--- src/rtl/sfp_port_mgr.sv ---
// SFP cage manager: synchronises and debounces cage status pins, sequences TX_DISABLE
// per channel, latches transmitter faults and drives one status LED per cage.
module sfp_port_mgr #(
    parameter int CHANNELS          = 2,
    parameter int DEBOUNCE_CYCLES   = 1000,
    parameter int TXEN_DELAY_CYCLES = 10_000_000,
    parameter int BLINK_HALF_CYCLES = 25_000_000
) (
    input  logic                    clk,
    input  logic                    rst,
    input  logic [CHANNELS-1:0]     sfp_mod_abs,
    input  logic [CHANNELS-1:0]     sfp_rxlos,
    input  logic [CHANNELS-1:0]     sfp_txflt,
    input  logic [CHANNELS-1:0]     tx_enable_req,
    input  logic [CHANNELS-1:0]     fault_clr,
    output logic [CHANNELS-1:0]     sfp_tx_dis,
    output logic [CHANNELS-1:0]     present,
    output logic [CHANNELS-1:0]     link_ok,
    output logic [CHANNELS-1:0]     fault_latched,
    output logic [2*CHANNELS-1:0]   state,
    output logic [CHANNELS-1:0]     led
);

    localparam int NIN       = 3 * CHANNELS;
    localparam int DW        = $clog2(DEBOUNCE_CYCLES + 1);
    localparam int TW        = $clog2(TXEN_DELAY_CYCLES + 1);
    localparam int BW        = $clog2(BLINK_HALF_CYCLES + 1);
    localparam int FAST_HALF = (BLINK_HALF_CYCLES / 4 > 1) ? (BLINK_HALF_CYCLES / 4) : 1;

    localparam logic [DW-1:0] DEB_MAX  = DW'(DEBOUNCE_CYCLES);
    localparam logic [TW-1:0] TXEN_MAX = TW'(TXEN_DELAY_CYCLES);
    localparam logic [BW-1:0] SLOW_TOP = BW'(BLINK_HALF_CYCLES - 1);
    localparam logic [BW-1:0] FAST_TOP = BW'(FAST_HALF - 1);
    // Input vector layout is {txflt, rxlos, mod_abs}; idle levels are no fault, loss, absent.
    localparam logic [NIN-1:0] IN_RST = {{CHANNELS{1'b0}}, {CHANNELS{1'b1}}, {CHANNELS{1'b1}}};

    typedef enum logic [1:0] {
        ST_ABSENT = 2'd0,
        ST_INIT   = 2'd1,
        ST_ACTIVE = 2'd2,
        ST_FAULT  = 2'd3
    } st_e;

    logic [NIN-1:0] raw_s, sync1_q, sync2_q, deb_q, deb_d;
    logic [DW-1:0]  cnt_q [NIN];
    logic [DW-1:0]  cnt_d [NIN];
    logic [CHANNELS-1:0] mod_abs_s, rxlos_s, txflt_s;

    logic [BW-1:0] slow_cnt_q, slow_cnt_d, fast_cnt_q, fast_cnt_d;
    logic          slow_ph_q, slow_ph_d, fast_ph_q, fast_ph_d;

    st_e           st_q  [CHANNELS];
    st_e           st_d  [CHANNELS];
    logic [TW-1:0] tmr_q [CHANNELS];
    logic [TW-1:0] tmr_d [CHANNELS];

    logic [CHANNELS-1:0] tx_dis_q, tx_dis_d, present_q, present_d, link_q, link_d;
    logic [CHANNELS-1:0] flt_q, flt_d, led_q, led_d;

    assign raw_s     = {sfp_txflt, sfp_rxlos, sfp_mod_abs};
    assign mod_abs_s = deb_q[CHANNELS-1:0];
    assign rxlos_s   = deb_q[2*CHANNELS-1:CHANNELS];
    assign txflt_s   = deb_q[3*CHANNELS-1:2*CHANNELS];

    // Debounce next state: a level must differ for DEBOUNCE_CYCLES+1 consecutive edges.
    always_comb begin
        deb_d = deb_q;
        for (int i = 0; i < NIN; i++) begin
            cnt_d[i] = '0;
            if (sync2_q[i] == deb_q[i]) begin
                cnt_d[i] = '0;
            end else if (cnt_q[i] == DEB_MAX) begin
                deb_d[i] = sync2_q[i];
                cnt_d[i] = '0;
            end else begin
                cnt_d[i] = cnt_q[i] + DW'(1);
            end
        end
    end

    // Synchroniser and debouncer registers.
    always_ff @(posedge clk) begin
        if (rst) begin
            sync1_q <= IN_RST;
            sync2_q <= IN_RST;
            deb_q   <= IN_RST;
            for (int i = 0; i < NIN; i++) cnt_q[i] <= '0;
        end else begin
            sync1_q <= raw_s;
            sync2_q <= sync1_q;
            deb_q   <= deb_d;
            for (int i = 0; i < NIN; i++) cnt_q[i] <= cnt_d[i];
        end
    end

    // Shared blink divider next state.
    always_comb begin
        slow_cnt_d = slow_cnt_q + BW'(1);
        slow_ph_d  = slow_ph_q;
        fast_cnt_d = fast_cnt_q + BW'(1);
        fast_ph_d  = fast_ph_q;
        if (slow_cnt_q == SLOW_TOP) begin
            slow_cnt_d = '0;
            slow_ph_d  = ~slow_ph_q;
        end else begin
            slow_ph_d  = slow_ph_q;
        end
        if (fast_cnt_q == FAST_TOP) begin
            fast_cnt_d = '0;
            fast_ph_d  = ~fast_ph_q;
        end else begin
            fast_ph_d  = fast_ph_q;
        end
    end

    // FSM state and timer registers, plus blink divider.
    always_ff @(posedge clk) begin
        if (rst) begin
            for (int c = 0; c < CHANNELS; c++) begin
                st_q[c]  <= ST_ABSENT;
                tmr_q[c] <= '0;
            end
            slow_cnt_q <= '0;
            slow_ph_q  <= 1'b0;
            fast_cnt_q <= '0;
            fast_ph_q  <= 1'b0;
        end else begin
            for (int c = 0; c < CHANNELS; c++) begin
                st_q[c]  <= st_d[c];
                tmr_q[c] <= tmr_d[c];
            end
            slow_cnt_q <= slow_cnt_d;
            slow_ph_q  <= slow_ph_d;
            fast_cnt_q <= fast_cnt_d;
            fast_ph_q  <= fast_ph_d;
        end
    end

    // Per-channel next state; module absence overrides everything.
    always_comb begin
        for (int c = 0; c < CHANNELS; c++) begin
            st_d[c]  = st_q[c];
            tmr_d[c] = tmr_q[c];
            if (mod_abs_s[c]) begin
                st_d[c]  = ST_ABSENT;
                tmr_d[c] = '0;
            end else begin
                case (st_q[c])
                    ST_ABSENT: begin
                        st_d[c]  = ST_INIT;
                        tmr_d[c] = TXEN_MAX;
                    end
                    ST_INIT: begin
                        if (tmr_q[c] != '0) begin
                            tmr_d[c] = tmr_q[c] - TW'(1);
                        end else if (tx_enable_req[c]) begin
                            st_d[c] = ST_ACTIVE;
                        end else begin
                            st_d[c] = ST_INIT;
                        end
                    end
                    ST_ACTIVE: begin
                        if (txflt_s[c]) begin
                            st_d[c] = ST_FAULT;
                        end else if (!tx_enable_req[c]) begin
                            st_d[c]  = ST_INIT;
                            tmr_d[c] = '0;
                        end else begin
                            st_d[c] = ST_ACTIVE;
                        end
                    end
                    ST_FAULT: begin
                        if (fault_clr[c] && !txflt_s[c]) begin
                            st_d[c]  = ST_INIT;
                            tmr_d[c] = TXEN_MAX;
                        end else begin
                            st_d[c] = ST_FAULT;
                        end
                    end
                    default: begin
                        st_d[c]  = ST_ABSENT;
                        tmr_d[c] = '0;
                    end
                endcase
            end
        end
    end

    // Output next values, derived from next state so outputs align with the state register.
    always_comb begin
        present_d = ~mod_abs_s;
        link_d    = ~mod_abs_s & ~rxlos_s;
        tx_dis_d  = '1;
        flt_d     = flt_q;
        led_d     = '0;
        for (int c = 0; c < CHANNELS; c++) begin
            tx_dis_d[c] = (st_d[c] != ST_ACTIVE);
            if (st_q[c] == ST_ACTIVE && st_d[c] == ST_FAULT) begin
                flt_d[c] = 1'b1;
            end else if (fault_clr[c]) begin
                flt_d[c] = 1'b0;
            end else begin
                flt_d[c] = flt_q[c];
            end
            case (st_d[c])
                ST_ABSENT: led_d[c] = 1'b0;
                ST_INIT:   led_d[c] = slow_ph_d;
                ST_ACTIVE: led_d[c] = link_d[c] ? 1'b1 : slow_ph_d;
                ST_FAULT:  led_d[c] = fast_ph_d;
                default:   led_d[c] = 1'b0;
            endcase
        end
    end

    // Output registers.
    always_ff @(posedge clk) begin
        if (rst) begin
            tx_dis_q  <= '1;
            present_q <= '0;
            link_q    <= '0;
            flt_q     <= '0;
            led_q     <= '0;
        end else begin
            tx_dis_q  <= tx_dis_d;
            present_q <= present_d;
            link_q    <= link_d;
            flt_q     <= flt_d;
            led_q     <= led_d;
        end
    end

    // Pack the per-channel state register onto the state port.
    always_comb begin
        state = '0;
        for (int c = 0; c < CHANNELS; c++) state[2*c +: 2] = st_q[c];
    end

    assign sfp_tx_dis    = tx_dis_q;
    assign present       = present_q;
    assign link_ok       = link_q;
    assign fault_latched = flt_q;
    assign led           = led_q;

endmodule

--- config.mk ---
export PLATFORM = sky130hd
export DESIGN_NAME = sfp_port_mgr
export DESIGN_NICKNAME = d
export VERILOG_FILES = /design/src/rtl/sfp_port_mgr.sv
export SDC_FILE = /design/constraint.sdc
export NUM_CORES = 1
export LEC_CHECK = 0
export CAP_MARGIN = 20
export CORE_MARGIN = 5
export CORE_UTILIZATION = 48
export DETAILED_ROUTE_END_ITERATION = 10
export GPL_ROUTABILITY_DRIVEN = 0
export HOLD_SLACK_MARGIN = 0.03
export PLACE_DENSITY = 0.71
export SLEW_MARGIN = 30
export SYNTH_ARGS = -nofsm -noshare
export SYNTH_HDL_FRONTEND = slang
export SYNTH_SLANG_ARGS = --single-unit
--- constraint.sdc ---
create_clock -name clk -period 2.5 [get_ports clk]
set_input_delay 0.75 -clock clk [delete_from_list [all_inputs] [get_ports clk]]
set_output_delay 0.75 -clock clk [all_outputs]
set_load 0.01 [all_outputs]
## Word level (Yosys, flattened, before mapping)

Memories as Yosys holds them, arrays and structs flattened.
Cells that the tools add are included.

- Add/subtract/negate cells: 10
- Equality and inequality tests: 28
- Muxes and demuxes: 59
- Bitwise logic cells: 21
- Reductions and logical operators: 22

Operators with widths:

| cell | count |
|---|---|
| $mux W24 | 12 |
| $pmux W24 S4 | 2 |
| $mux W10 | 18 |
| $add A10 B1 Y10 const B | 6 |
| $eq A10 B10 Y1 const B | 6 |
| $add A25 B1 Y25 const B | 2 |
| $reduce_bool A24 Y1 | 2 |
| $sub A24 B1 Y24 const B | 2 |
| $eq A25 B23 Y1 const B | 1 |
| $eq A25 B25 Y1 const B | 1 |
| $mux W2 | 12 |
| $eq A2 B2 Y1 const B | 8 |
| $pmux W2 S4 | 2 |
| $reduce_and A2 Y1 | 6 |
| $mux W1 | 11 |
| $or A1 B1 Y1 | 10 |
| $eq A2 B1 Y1 const B | 4 |
| $logic_not A2 Y1 | 4 |
| $not A1 Y1 | 8 |
| $pmux W1 S4 | 2 |
| $eq A1 B1 Y1 | 6 |
| $logic_and A1 B1 Y1 | 4 |
| $ne A2 B2 Y1 const B | 2 |
| $not A2 Y2 | 2 |
| other kinds (4) | 7 |

- Register bits: 80
- Memory bits (writable): 112
- Input port bits: 12
- Output and inout bits: 14
- Memories kept: 3

Memory list:

| memory | words | bits a word | read ports | clocked after memory_dff | wr ports | RTL line | RTL |
|---|---|---|---|---|---|---|---|
| cnt_q | 6 | 10 | 6 | 0 | 6 | 45 | `logic [DW-1:0] cnt_q [NIN];` |
| tmr_q | 2 | 24 | 2 | 0 | 2 | 54 | `logic [TW-1:0] tmr_q [CHANNELS];` |
| st_q | 2 | 2 | 2 | 0 | 2 | 52 | `st_e st_q [CHANNELS];` |

## Logic depth before layout (Yosys ltp)

- Depth in word-level cells: 8
- Depth in mapped cells: 10
- Mapped depth without buffers: 8

## Worst setup path before layout

No wires, ideal clock.

- Kind: register to register
- Start point: memory tmr_q[0][38] in the netlist's numbering
- End point: register led_q[1] (netlist: led[1])
- Arrival time: 2353 ps
- Data required time: 2380 ps
- Slack: 27 ps
- Cell stages (with the launch flop): 7
- Path buffers: 0
- Period minus slack after synthesis: 2473 ps
- Cell sequence: dfxtp_1 or4_4 or4_4 or4_4 a31oi_4 nor4b_1 o31a_1

RTL lines:

| item | RTL line | RTL |
|---|---|---|
| from (decl) | 54 |  |
| to (signal assigned) | 228 | `led_q <= led_d;` |
| to (decl) | 58 | `logic [CHANNELS-1:0] flt_q, flt_d, led_q, led_d;` |

==> run_results.csv <==
group,metric,value,unit
sta,fmax,0.3995,GHz
yosys,ys_seq_elements,192,
pwr,power_density,609.1,nW/µm²
critical_path,arrival,2.82,ns
floorplanning,die_h,144.0,µm
place,hpwl,11910,µm
floorplanning,coreArea,17840,µm²
sta,relSlewSlack,53.38,%
place,port_buffers,25,
critical_path,required,2.82,ns
critical_path,endpoint_kind,"flip-flop",
sta,holdWs,0.4100,ns
layout,mostFrequentLayoutCells,"dfxtp_1, nor2_1, nand3_1",
clock_tree,hold_buffers,0,
yosys,synth_compound_gate_area_share,7.602,%
global_routing,grt_pass1_wl,29940,µm
clock_tree,clk_pin_slew,0.06,ns
layout,fillCellCount,1568,
layout,diodes,0,
pwr,swShare,19.76,%
sta,fin_ws,-0.002967,ns
global_routing,grt_start_max_net_pins,25,
sta,fin_tns_setup,-0.002967,ns
layout,fin_area,10160,µm²
yosys,syn_area,8625,µm²
clock_tree,cts_made_buffers,17,
job,max_cap_violations,0,
yosys,yosys_warnings,0,
status,status,"finished, violations left",
pwr,pwr-share-seq,50.0,%
routing,dr_total_vias,6918,
floorplanning,start_util,48.34,%
yosys,synthAdderAreaFrac,3.772,%
critical_path,cp-start-kind,"flip-flop",
status,violations,"negative setup slack",
sta,hold_viol_final,0,
clock_tree,clock_path_buffers,2,
yosys,yosysUniqueCellTypes,58,
place,dp_cells,1268,
yosys,avgSynthCellArea,8.694,µm²
clock_tree,cts_sinks,192,
critical_path,path_max_fanout,6,
global_routing,antenna_found_initial,0,
floorplanning,die-width,144.0,µm
layout,stdcell_count,1301,
floorplanning,ios,26,
sta,worst_slew_pin_slew,0.6951,ns
routing,drtIter0Drc,360,
pwr,internal_power,4964,µW
floorplanning,dieArea,20750,µm²
sta,rsz0062_at_grt,"yes",
sta,drv_slew,0,
clock_tree,cts_root_buf,"clkbuf_16",
sta,timing.final.crit_share,100.1,%
yosys,synth-simple-area-share,28.22,%
global_routing,grt_overflow,0,
pwr,p_comb_share,1.7,%
routing,vias_per_cell,5.317,
global_routing,grt_usage,17.36,%
sta,fin_crit,2.503,ns
yosys,synth-edff-count,0,
clock_tree,cts_htree_levels,4,
clock_tree,worst_skew_pair.late_latency,0.44,ns
layout,num-nets-final,1097,
pwr,p_leak,0.003985,µW
critical_path,path_class,"reg -> reg",
routing,routedWlPerCell,13.21,µm
layout,layout-drive-gt1-share,10.07,%
yosys,synthCells,992,
yosys,synth_mux_area_share,0.7109,%
pwr,ir_worst_vdd,0.0004677,V
layout,mostFrequentLayoutCell,"dfxtp_1",
hold_path,min_path_type,"reg -> reg",
yosys,synth_top_family_by_area,"simple AND/OR/NAND/NOR gates",
yosys,synthXorXnorAreaFrac,12.59,%
floorplanning,fp-row-count,49,
sta,fin_skew,0.01362,ns
global_routing,grt_pass1_vias,6705,
routing,drc,0,
routing,wirelength,17190,µm
routing,drtPass1Iterations,5,
routing,antenna_left,0,
layout,area_growth,17.77,%
pwr,clockPowerShare,48.4,%
pwr,power,6186,µW
sta,setup_viol,1,
yosys,async_reset_ff_share,0,%
place,placed_area,9458,µm²
clock_tree,cts_tree,"built",
pwr,power.switching,1222,µW
yosys,synth.net_count,1030,
yosys,synthFlopType,"dfxtp_1",
critical_path,r2r_slack,-0.003,ns
yosys,synth_seq_area_share,44.57,%
[critical path, cell delays in order, from the launching register on]
cell     delay (ns)
dfxtp_1        0.31
or4_4          0.53
or4_4          0.48
or4_4          0.53
a31oi_4        0.19
nor4b_2        0.07
o31a_1         0.28
[power groups by stage]
stage	Sequential (µW)	Clock (µW)	Combinational (µW)
3_3_place_gp	3160	0	101
5_1_grt	3090	3200	116
4_1_cts	3090	3060	104
6_report	3090	2990	103
2_1_floorplan	3160	0	53.3
3_5_place_dp	3160	0	103
[path summary, 6_finish.rpt]
kind / cells after the start / start / to
max reg2reg: 6 / tmr_q[0][38] / led[1]
min: 1 / sync1_q[1] / sync2_q[1]
max: 6 / tmr_q[0][38] / led[1]
min reg2reg: 1 / sync1_q[1] / sync2_q[1]
[stage by stage]
stage,utilization [%],worst slack (ns)
after floorplan,-,0.02747
after global placement,53.01,0.002089
after detailed placement,53.01,-0.02212
after CTS,56.76,-0.002340
after global routing,56.93,-0.04822
final,56.93,-0.002967
[what timing repair did]
action | in CTS | in global routing
resized for setup | 0 | 6
setup endpoints to repair | 1 | 12
pin swaps | 1 | 0
buffers inserted | 1 | 0
[flip-flops by register name, summed over array words and instances (netlist names), 4 cells and up]
register / flops
deb_q: 6
fast_cnt_q: 25
tmr_q: 48
cnt_q: 60
st_q: 4
slow_cnt_q: 25
sync2_q: 6
sync1_q: 6
[kinds of logic after synthesis]
logic type / after synthesis
fa+ha+maj: 26
compound gates: 100
simple gates: 487
buf+inv: 57
xor+xnor: 124
mux: 6
flops: 192
[layout make-up]
class | instances | area, µm² | area share [%]
clock inverters | 12 | 203.9 | 2.008
multi-input cells | 743 | 4594 | 45.23
repair buffers | 73 | 651.9 | 6.418
inverters | 32 | 120.1 | 1.183
flip-flops and latches | 192 | 3844 | 37.84
well taps | 229 | 286.5 | 2.821
clock buffers | 20 | 456.7 | 4.496
[cell usage after synthesis (all sizes together) (13+ instances only)]
cell type    n  share of area [%]
or3         13               0.94
or2         14                1.0
and3        26                1.9
ha          26                3.8
xor2        61                6.2
nand2       58                2.5
nor3        31                1.8
inv         30                1.3
o21ai       34                2.0
dfxtp      192                 45
a21oi       29                1.7
nand4       17                1.2
clkbuf      20               0.87
nand3       72                4.2
xnor2       63                6.4
nor2       175                7.6
nor4        25                2.0
[per-layer routing]
metal | part of all wire, % | GRT usage, % | wire [µm]
met1 | 47 | 22.08 | 8154
met2 | 48 | 29.40 | 8230
met3 | 3.4 | 3.737 | 581
met4 | 1.3 | 5.748 | 219
met5 | 0 | 0 | 0
Power figures use the tool's default switching activity.
